### src/rtl/mem_access_unit.sv
// mem_access_unit: memory-side datapath stage behind the multi-cycle control unit.
// Holds MAR, MDR and a read buffer (RDBUF). Runs req/ready transactions to external
// word memory, and raises busy while one is outstanding so the control unit holds.
//
// Ports:
//   clk, rst_n            clock, asynchronous active-low reset
//   bus_in                internal bus value, source for MAR/MDR loads
//   mar_wr, mdr_wr        register load strobes (IDLE only)
//   mdr_src               MDR load source: 0 = bus_in, 1 = RDBUF
//   mem_rd, mem_wr        start a read / write at MAR
//   mdr_oe, mem_oe        drive MDR / RDBUF onto bus_out
//   err_clr               clear sticky error flags
//   bus_out, bus_oe       data toward internal bus and its valid
//   busy                  transaction outstanding
//   rd_valid              one-cycle pulse after RDBUF is updated by a completed read
//   err, err_code         sticky flags: [0] misaligned, [1] timeout, [2] protocol
//   mem_req, mem_we       external request and direction
//   mem_addr, mem_wdata   MAR / MDR toward memory
//   mem_ready, mem_rdata  memory handshake and read data
module mem_access_unit #(
  parameter int unsigned DW      = 32,
  parameter int unsigned TIMEOUT = 15
) (
  input  logic          clk,
  input  logic          rst_n,
  input  logic [DW-1:0] bus_in,
  input  logic          mar_wr,
  input  logic          mdr_wr,
  input  logic          mdr_src,
  input  logic          mem_rd,
  input  logic          mem_wr,
  input  logic          mdr_oe,
  input  logic          mem_oe,
  input  logic          err_clr,
  output logic [DW-1:0] bus_out,
  output logic          bus_oe,
  output logic          busy,
  output logic          rd_valid,
  output logic          err,
  output logic [2:0]    err_code,
  output logic          mem_req,
  output logic          mem_we,
  output logic [DW-1:0] mem_addr,
  output logic [DW-1:0] mem_wdata,
  input  logic          mem_ready,
  input  logic [DW-1:0] mem_rdata
);

  localparam int unsigned CW = $clog2(TIMEOUT + 1);

  typedef enum logic [0:0] {StIdle, StReq} state_e;

  state_e        state_q;
  logic [DW-1:0] mar_q, mdr_q, rdbuf_q;
  logic [CW-1:0] cnt_q;
  logic [2:0]    err_q;
  logic          we_q;
  logic          rd_valid_q;

  logic          in_idle, in_req;
  logic [DW-1:0] mar_nx;
  logic          cmd_go, cmd_conflict, misaligned, timeout_hit;
  logic [2:0]    err_set;

  assign in_idle = (state_q == StIdle);
  assign in_req  = (state_q == StReq);

  // Alignment is judged on the MAR value the access will actually use.
  assign mar_nx       = mar_wr ? bus_in : mar_q;
  assign cmd_go       = mem_rd ^ mem_wr;
  assign cmd_conflict = mem_rd & mem_wr;
  assign misaligned   = |mar_nx[1:0];
  // Last permitted wait cycle: the counter reaches TIMEOUT on this edge.
  assign timeout_hit  = in_req & ~mem_ready & (cnt_q == CW'(TIMEOUT - 1));

  assign err_set[0] = in_idle & cmd_go & misaligned;
  assign err_set[1] = timeout_hit;
  assign err_set[2] = (in_idle & cmd_conflict)
                    | (in_req & (mar_wr | mdr_wr | mem_rd | mem_wr))
                    | (mdr_oe & mem_oe);

  always_ff @(posedge clk or negedge rst_n) begin
    if (!rst_n) begin
      state_q    <= StIdle;
      mar_q      <= '0;
      mdr_q      <= '0;
      rdbuf_q    <= '0;
      cnt_q      <= '0;
      err_q      <= '0;
      we_q       <= 1'b0;
      rd_valid_q <= 1'b0;
    end else begin
      rd_valid_q <= 1'b0;
      // A flag raised in the same cycle as err_clr survives the clear.
      err_q      <= (err_clr ? 3'b000 : err_q) | err_set;
      unique case (state_q)
        StIdle: begin
          if (mar_wr) mar_q <= bus_in;
          if (mdr_wr) mdr_q <= mdr_src ? rdbuf_q : bus_in;
          if (cmd_go && !misaligned) begin
            state_q <= StReq;
            we_q    <= mem_wr;
            cnt_q   <= '0;
          end
        end
        StReq: begin
          if (mem_ready) begin
            if (!we_q) begin
              rdbuf_q    <= mem_rdata;
              rd_valid_q <= 1'b1;
            end
            state_q <= StIdle;
          end else if (timeout_hit) begin
            if (!we_q) rdbuf_q <= '1;
            cnt_q   <= cnt_q + CW'(1);
            state_q <= StIdle;
          end else begin
            cnt_q <= cnt_q + CW'(1);
          end
        end
        default: state_q <= StIdle;
      endcase
    end
  end

  assign busy      = in_req;
  assign mem_req   = in_req;
  assign mem_we    = we_q;
  assign mem_addr  = mar_q;
  assign mem_wdata = mdr_q;
  assign rd_valid  = rd_valid_q;
  assign err_code  = err_q;
  assign err       = |err_q;

  // MDR has priority when both output enables are raised.
  assign bus_oe  = mdr_oe | mem_oe;
  assign bus_out = mdr_oe ? mdr_q : (mem_oe ? rdbuf_q : '0);

endmodule

### config.mk
export PLATFORM = sky130hd
export DESIGN_NAME = mem_access_unit
export DESIGN_NICKNAME = d
export VERILOG_FILES = /design/src/rtl/mem_access_unit.sv
export SDC_FILE = /design/constraint.sdc
export NUM_CORES = 1
export LEC_CHECK = 0
export CAP_MARGIN = 30
export CORE_UTILIZATION = 44
export DETAILED_ROUTE_END_ITERATION = 10
export PLACE_DENSITY = 0.77
export SYNTH_ARGS = -nofsm -noshare
export SYNTH_HDL_FRONTEND = slang
export SYNTH_SLANG_ARGS = --single-unit
export TNS_END_PERCENT = 20
### constraint.sdc
create_clock -name clk -period 1.75 [get_ports clk]
set_clock_uncertainty 0.2 [all_clocks]
set_input_delay 0.35 -clock clk [delete_from_list [all_inputs] [get_ports clk]]
set_output_delay 0.35 -clock clk [all_outputs]
set_load 0.1 [all_outputs]
==> impl_metrics.json, run 1 <==
{
  "status": "finished with violations",
  "violations": "negative setup slack",
  "gr-total-overflow": 0,
  "drt-met1-wl_mm": 6.201,
  "syn_area_per_cell_sq_um": 12.50,
  "ios": 180,
  "numCtsBuffers": 9,
  "yosys.area.top_type_share_pct": 56.43,
  "globalRouteTotalUtil_pct": 30.09,
  "ctsHtreeMaxLevel": 3,
  "start_kind": "register",
  "io_buffers": 179,
  "antenna_found_initial": 0,
  "final_antenna_net_count": 0,
  "grt_max_degree": 107,
  "dr_total_vias": 4076,
  "cts_tree": "done",
  "crit_type": "reg2out",
  "core_area_sq_mm": 0.01032,
  "total_power_mw": 16.38,
  "ys_types": 36,
  "hold_class": "in2reg",
  "holdWs_ns": 0.2408,
  "synthArstFlopShare_pct": 100.0,
  "tightest_slew_ns": 0.5750,
  "hold_violations": 0,
  "die_y_microns": 105.4,
  "gp_congestion": 0.7964,
  "critPathCaptureType": "output pin",
  "period_needed_ns": 1.916,
  "required_ns": 1.20,
  "slew_violations": 0,
  "met2RoutedLength_mm": 8.782,
  "drtIter0Drc": 153,
  "root_buffer": "clkbuf_8",
  "max_cap_violations": 0,
  "fillers": 498,
  "die_w_microns": 105.4,
  "placed_cells": 692,
  "dr_wl_met3_microns": 883,
  "drt_wl_total_mm": 16.32,
  "final_cell_mix": "buf_12 (115), clkdlybuf4s50_1 (70), dfrtp_1 (67)",
  "grt_pass1_wl_mm": 25.04,
  "fmax_ghz": 0.5218,
  "fin_util_pct": 84.16,
  "row_count": 37,
  "start_util_pct": 45.53,
  "routed.top_layer": "met4",
  "synth_area_sq_mm": 0.004701,
  "clkTransAtPathRegs_ns": 0.10,
  "post-route-drc-count": 0,
  "yosys.area.top_type": "dfrtp_1",
  "final_area_sq_mm": 0.008688,
  "wl_per_cell_microns": 22.39,
  "num_antenna_cells": 0,
  "syn-num-nets": 454,
  "place_area_sq_mm": 0.008069,
  "yosysSeqAreaShare_pct": 56.43,
  "maxSlewHeadroom_pct": 61.67,
  "clock_latency_ns": 0.37,
  "rsz0062_at_grt": "true",
  "power.density_mw_per_mm2": 1885,
  "synth_warnings": 0,
  "yosys_register_bits": 106,
  "cp_data_arrival_time_ns": 1.37,
  "worstPathMaxFanout": 2,
  "drive_gt1_share_pct": 48.06,
  "clkSinkCount": 106,
  "via_per_inst": 5.591,
  "fin_crit_sh_pct": 109.5,
  "dp_hpwl_mm": 10.63,
  "die_area_sq_mm": 0.01110,
  "fin_nets": 666,
  "p_leak_nw": 3.789,
  "drt-pass1-iter-count": 5,
  "synth-edff-count": 0,
  "grt_pass1_vias": 4370,
  "synthTopCellsByArea": "dfrtp_1 (56%), mux2_2 (7.2%), mux2i_1 (6.8%), a22o_1 (6.3%), o22a_1 (6.0%)",
  "final_common_cell": "buf_12",
  "layout_setup_ws_ns": -0.1664,
  "ys.flop_type": "dfrtp_1",
  "cts_buffer_depth": 2,
  "finalNonFillerCells": 729,
  "peakVddDrop_v": 0.001162,
  "setup_viol": 33,
  "area_delta_synth_final_pct": 84.83,
  "synthCells": 376
}
registers in the layout (all words and copies together), names as in the netlist:
name / cells
mem_we: 1
cnt_q: 4
err_code: 3
rd_valid: 1
rdbuf_q: 32
mem_wdata: 32
mem_addr: 32
busy: 1
logic make-up (layout without fill, tap and decap cells):
logic type	count (synthesis)	count (layout)	share of synthesized area, %
buffers and inverters	36	253	4.392
DFF	106	106	56.43
AOI/OAI and AO/OA	108	108	17.33
xor gates and xnor gates	3	3	0.5591
adders and majority gates	3	3	0.7986
and+or+nand+nor	55	55	5.776
muxes	65	65	14.72
final timing paths:
| path | to | start | cells after the start | slack [ns] |
|---|---|---|---|---|
| max reg2reg | rdbuf_q[26] | cnt_q[1] | 5 | 0.06 |
| max | err | err_code[0] | 2 | -0.17 |
| min in group asynchronous | err_code[0] | rst_n | 3 | 0.35 |
| max in group asynchronous | mem_wdata[31] | rst_n | 3 | 0.51 |
| min | err_code[2] | mem_oe | 4 | 0.24 |
| min reg2reg | rdbuf_q[6] | rdbuf_q[6] | 1 | 0.35 |
report_power, final:
part | switching (mW) | internal, mW
Clock | 0.836 | 0.959
Combinational | 6.32 | 3.93
Sequential | 1.01 | 3.33
Total | 8.17 | 8.21
synth_stat cells (4+ instances only):
master,instances
a22o_1,34
buf_2,10
buf_6,7
clkbuf_1,12
dfrtp_1,106
inv_1,5
mux2_2,30
mux2i_1,32
nand2_1,37
nor2b_1,4
o21ai_0,35
o22a_1,32
per-layer routing:
layer,vias up,GRT usage (%)
met2,166,54.32
met5,-,0
li1,1803,-
met4,0,13.48
met3,31,5.690
met1,2076,34.48
timing repair:
item,4_1_cts,5_1_grt
endpoints found under the hold margin,106,0
setup endpoints to repair,36,36
resized for setup,31,2
pin swaps,28,2
buffers inserted,10,8
hold buffers,1,0
gates cloned,2,0
stage by stage:
stage / setup WS, ns / TNS [ns]
2_1_floorplan: -0.1543 / -5.576
3_3_place_gp: -0.3974 / -21.76
4_1_cts: -0.1638 / -2.019
6_report: -0.1664 / -1.838
5_1_grt: -0.1982 / -2.588
3_5_place_dp: -0.4516 / -24.41
worst max-delay path: stages (launching register included):
cell,delay [ns]
dfrtp_2,0.41
or3_4,0.40
buf_12,0.18
final cells by class:
class / instances / area, sq um / share of cell area, %
multi-input combinational: 234 / 2151 / 24.76
tap: 136 / 170.2 / 1.959
sequential: 106 / 2701 / 31.09
clock inverter: 4 / 98.84 / 1.138
clock buffer: 12 / 135.1 / 1.555
timing repair buffer: 231 / 3407 / 39.21
inverter: 6 / 25.02 / 0.2880
(Power assumes the default switching activity.)
==> inputs of run 2 (changes only) <==
--- a/config.mk
+++ b/config.mk
@@ -6,7 +6,9 @@
 export NUM_CORES = 1
 export LEC_CHECK = 0
 export CAP_MARGIN = 30
-export CORE_UTILIZATION = 44
+export CELL_PAD_IN_SITES_DETAIL_PLACEMENT = 1
+export CELL_PAD_IN_SITES_GLOBAL_PLACEMENT = 1
+export CORE_UTILIZATION = 34
 export DETAILED_ROUTE_END_ITERATION = 10
 export PLACE_DENSITY = 0.77
 export SYNTH_ARGS = -nofsm -noshare
==> run 2 against run 1 <==
Against the previous run: the run still ends with negative setup slack left; maximum frequency up 2.3%; routed wire length rose by 6.4%; via count fell by 1.4%; critical path depth unchanged; sequential cell count stayed put; register-to-register slack better by 0.02 ns; non-clock buffer count decreased by 11; highest routed layer unchanged.
==> impl_metrics.json, run 2 (synthesis results as in run 1) <==
{
  "final_common_cell": "buf_12",
  "met2RoutedLength_mm": 9.198,
  "rsz0062_at_grt": "true",
  "fin_nets": 655,
  "cts_buffer_depth": 2,
  "clkSinkCount": 106,
  "fillers": 1236,
  "p_leak_nw": 3.785,
  "die_area_sq_mm": 0.01430,
  "routed.top_layer": "met4",
  "io_buffers": 179,
  "status": "finished with violations",
  "worstPathMaxFanout": 2,
  "dp_hpwl_mm": 12.23,
  "grt_pass1_vias": 4560,
  "maxSlewHeadroom_pct": 76.26,
  "die_w_microns": 119.6,
  "fin_crit_sh_pct": 107.0,
  "power.density_mw_per_mm2": 1905,
  "final_cell_mix": "buf_12 (116), clkdlybuf4s50_1 (68), dfrtp_1 (67)",
  "total_power_mw": 16.65,
  "hold_class": "in2reg",
  "crit_type": "reg2out",
  "start_kind": "register",
  "cts_tree": "done",
  "grt_pass1_wl_mm": 26.91,
  "drive_gt1_share_pct": 47.42,
  "gr-total-overflow": 0,
  "ctsHtreeMaxLevel": 3,
  "slew_violations": 0,
  "clkTransAtPathRegs_ns": 0.07,
  "drt_wl_total_mm": 17.37,
  "slowest_stage": "dfrtp_2",
  "required_ns": 1.20,
  "via_per_inst": 5.303,
  "start_util_pct": 35.22,
  "wl_per_cell_microns": 22.91,
  "drt-pass1-iter-count": 4,
  "drtIter0Drc": 167,
  "slowest_delay_ns": 0.41,
  "dr_total_vias": 4020,
  "area_delta_synth_final_pct": 85.89,
  "crit_chain": "or3_4 -> buf_12",
  "hold_violations": 0,
  "fmax_ghz": 0.5339,
  "ios": 180,
  "antenna_found_initial": 0,
  "placed_cells": 733,
  "post-route-drc-count": 0,
  "layout_setup_ws_ns": -0.1231,
  "cp_data_arrival_time_ns": 1.32,
  "root_buffer": "clkbuf_16",
  "peakVddDrop_v": 0.001198,
  "final_antenna_net_count": 0,
  "max_cap_violations": 0,
  "num_antenna_cells": 0,
  "tightest_slew_ns": 0.3537,
  "gp_congestion": 0.8138,
  "violations": "negative setup slack",
  "setup_viol": 29,
  "core_area_sq_mm": 0.01335,
  "numCtsBuffers": 9,
  "row_count": 42,
  "critPathCaptureType": "output pin",
  "finalNonFillerCells": 758,
  "period_needed_ns": 1.873,
  "die_y_microns": 119.6,
  "globalRouteTotalUtil_pct": 24.96,
  "place_ws_ns": -0.4571,
  "grt_max_degree": 55,
  "drt-met1-wl_mm": 6.891,
  "dr_wl_met3_microns": 902,
  "clock_latency_ns": 0.34
}
## run 2: cell types whose count changed in the layout (fill, tap and decap cells not counted), moves of 3 or more
cell,previous run,this run
buf_6,5,2
clkbuf_16,0,9
clkbuf_8,9,3
buf_4,37,28
## run 2: where the power goes
part | leakage, nW | internal [mW] | switching, mW
sequential | 1.20 | 3.33 | 1.10
combinational | 2.44 | 3.84 | 6.25
clock | 0.153 | 1.23 | 0.894
## run 2: critical path, delay by kind of cell (launching register included)
family | cells | cell delay, ns
flops | 1 | 0.41
simple gates | 1 | 0.39
buf+inv | 1 | 0.17
## run 2: path summary, 6_finish.rpt
check	start	to	slack, ns	depth (start not counted)
max in group asynchronous	rst_n	mem_wdata[12]	0.71	3
worst max register to register	cnt_q[0]	rdbuf_q[9]	0.08	6
worst min register to register	rdbuf_q[30]	rdbuf_q[30]	0.34	1
worst max-delay path	err_code[1]	err	-0.12	2
min in group asynchronous	rst_n	rdbuf_q[25]	0.36	3
worst min-delay path	mem_oe	err_code[2]	0.18	4
## run 2: area by class of cell
| cell class | instances | area [sq um] | share of cell area (%) |
|---|---|---|---|
| Timing Repair Buffer | 220 | 3318 | 37.97 |
| Sequential cell | 106 | 2701 | 30.91 |
| Multi-Input combinational cell | 234 | 2165 | 24.77 |
| Clock buffer | 14 | 274.0 | 3.136 |
| Tap cell | 176 | 220.2 | 2.520 |
| Clock inverter | 2 | 35.03 | 0.4009 |
| Inverter | 6 | 25.02 | 0.2864 |
## run 2: timing repair
item,CTS,global route
pin swaps,19,5
cloned,1,0
hold endpoints to repair,106,0
setup buffers,5,2
hold buffers,1,0
endpoints found under the setup margin,36,43
resized for setup,30,5
## run 2: per-stage QoR
step / util (%) / setup TNS, ns / cell area (sq um) / hold WS [ns]
2_1_floorplan: - / -5.576 / 4901 / -0.1456
3_3_place_gp: 60.98 / -21.84 / 8139 / 0.1781
3_5_place_dp: 60.98 / -25.81 / 8139 / 0.1830
4_1_cts: 65.13 / -1.328 / 8693 / 0.1761
5_1_grt: 65.47 / -1.864 / 8738 / 0.2129
6_report: 65.47 / -1.101 / 8738 / 0.1763
## run 2: metal layers
| layer | track usage (%) | up-vias |
|---|---|---|
| li1 | - | 1784 |
| met2 | 44.54 | 129 |
| met1 | 29.28 | 2083 |
| met5 | 0 | - |
| met3 | 6.226 | 24 |
| met4 | 7.813 | 0 |
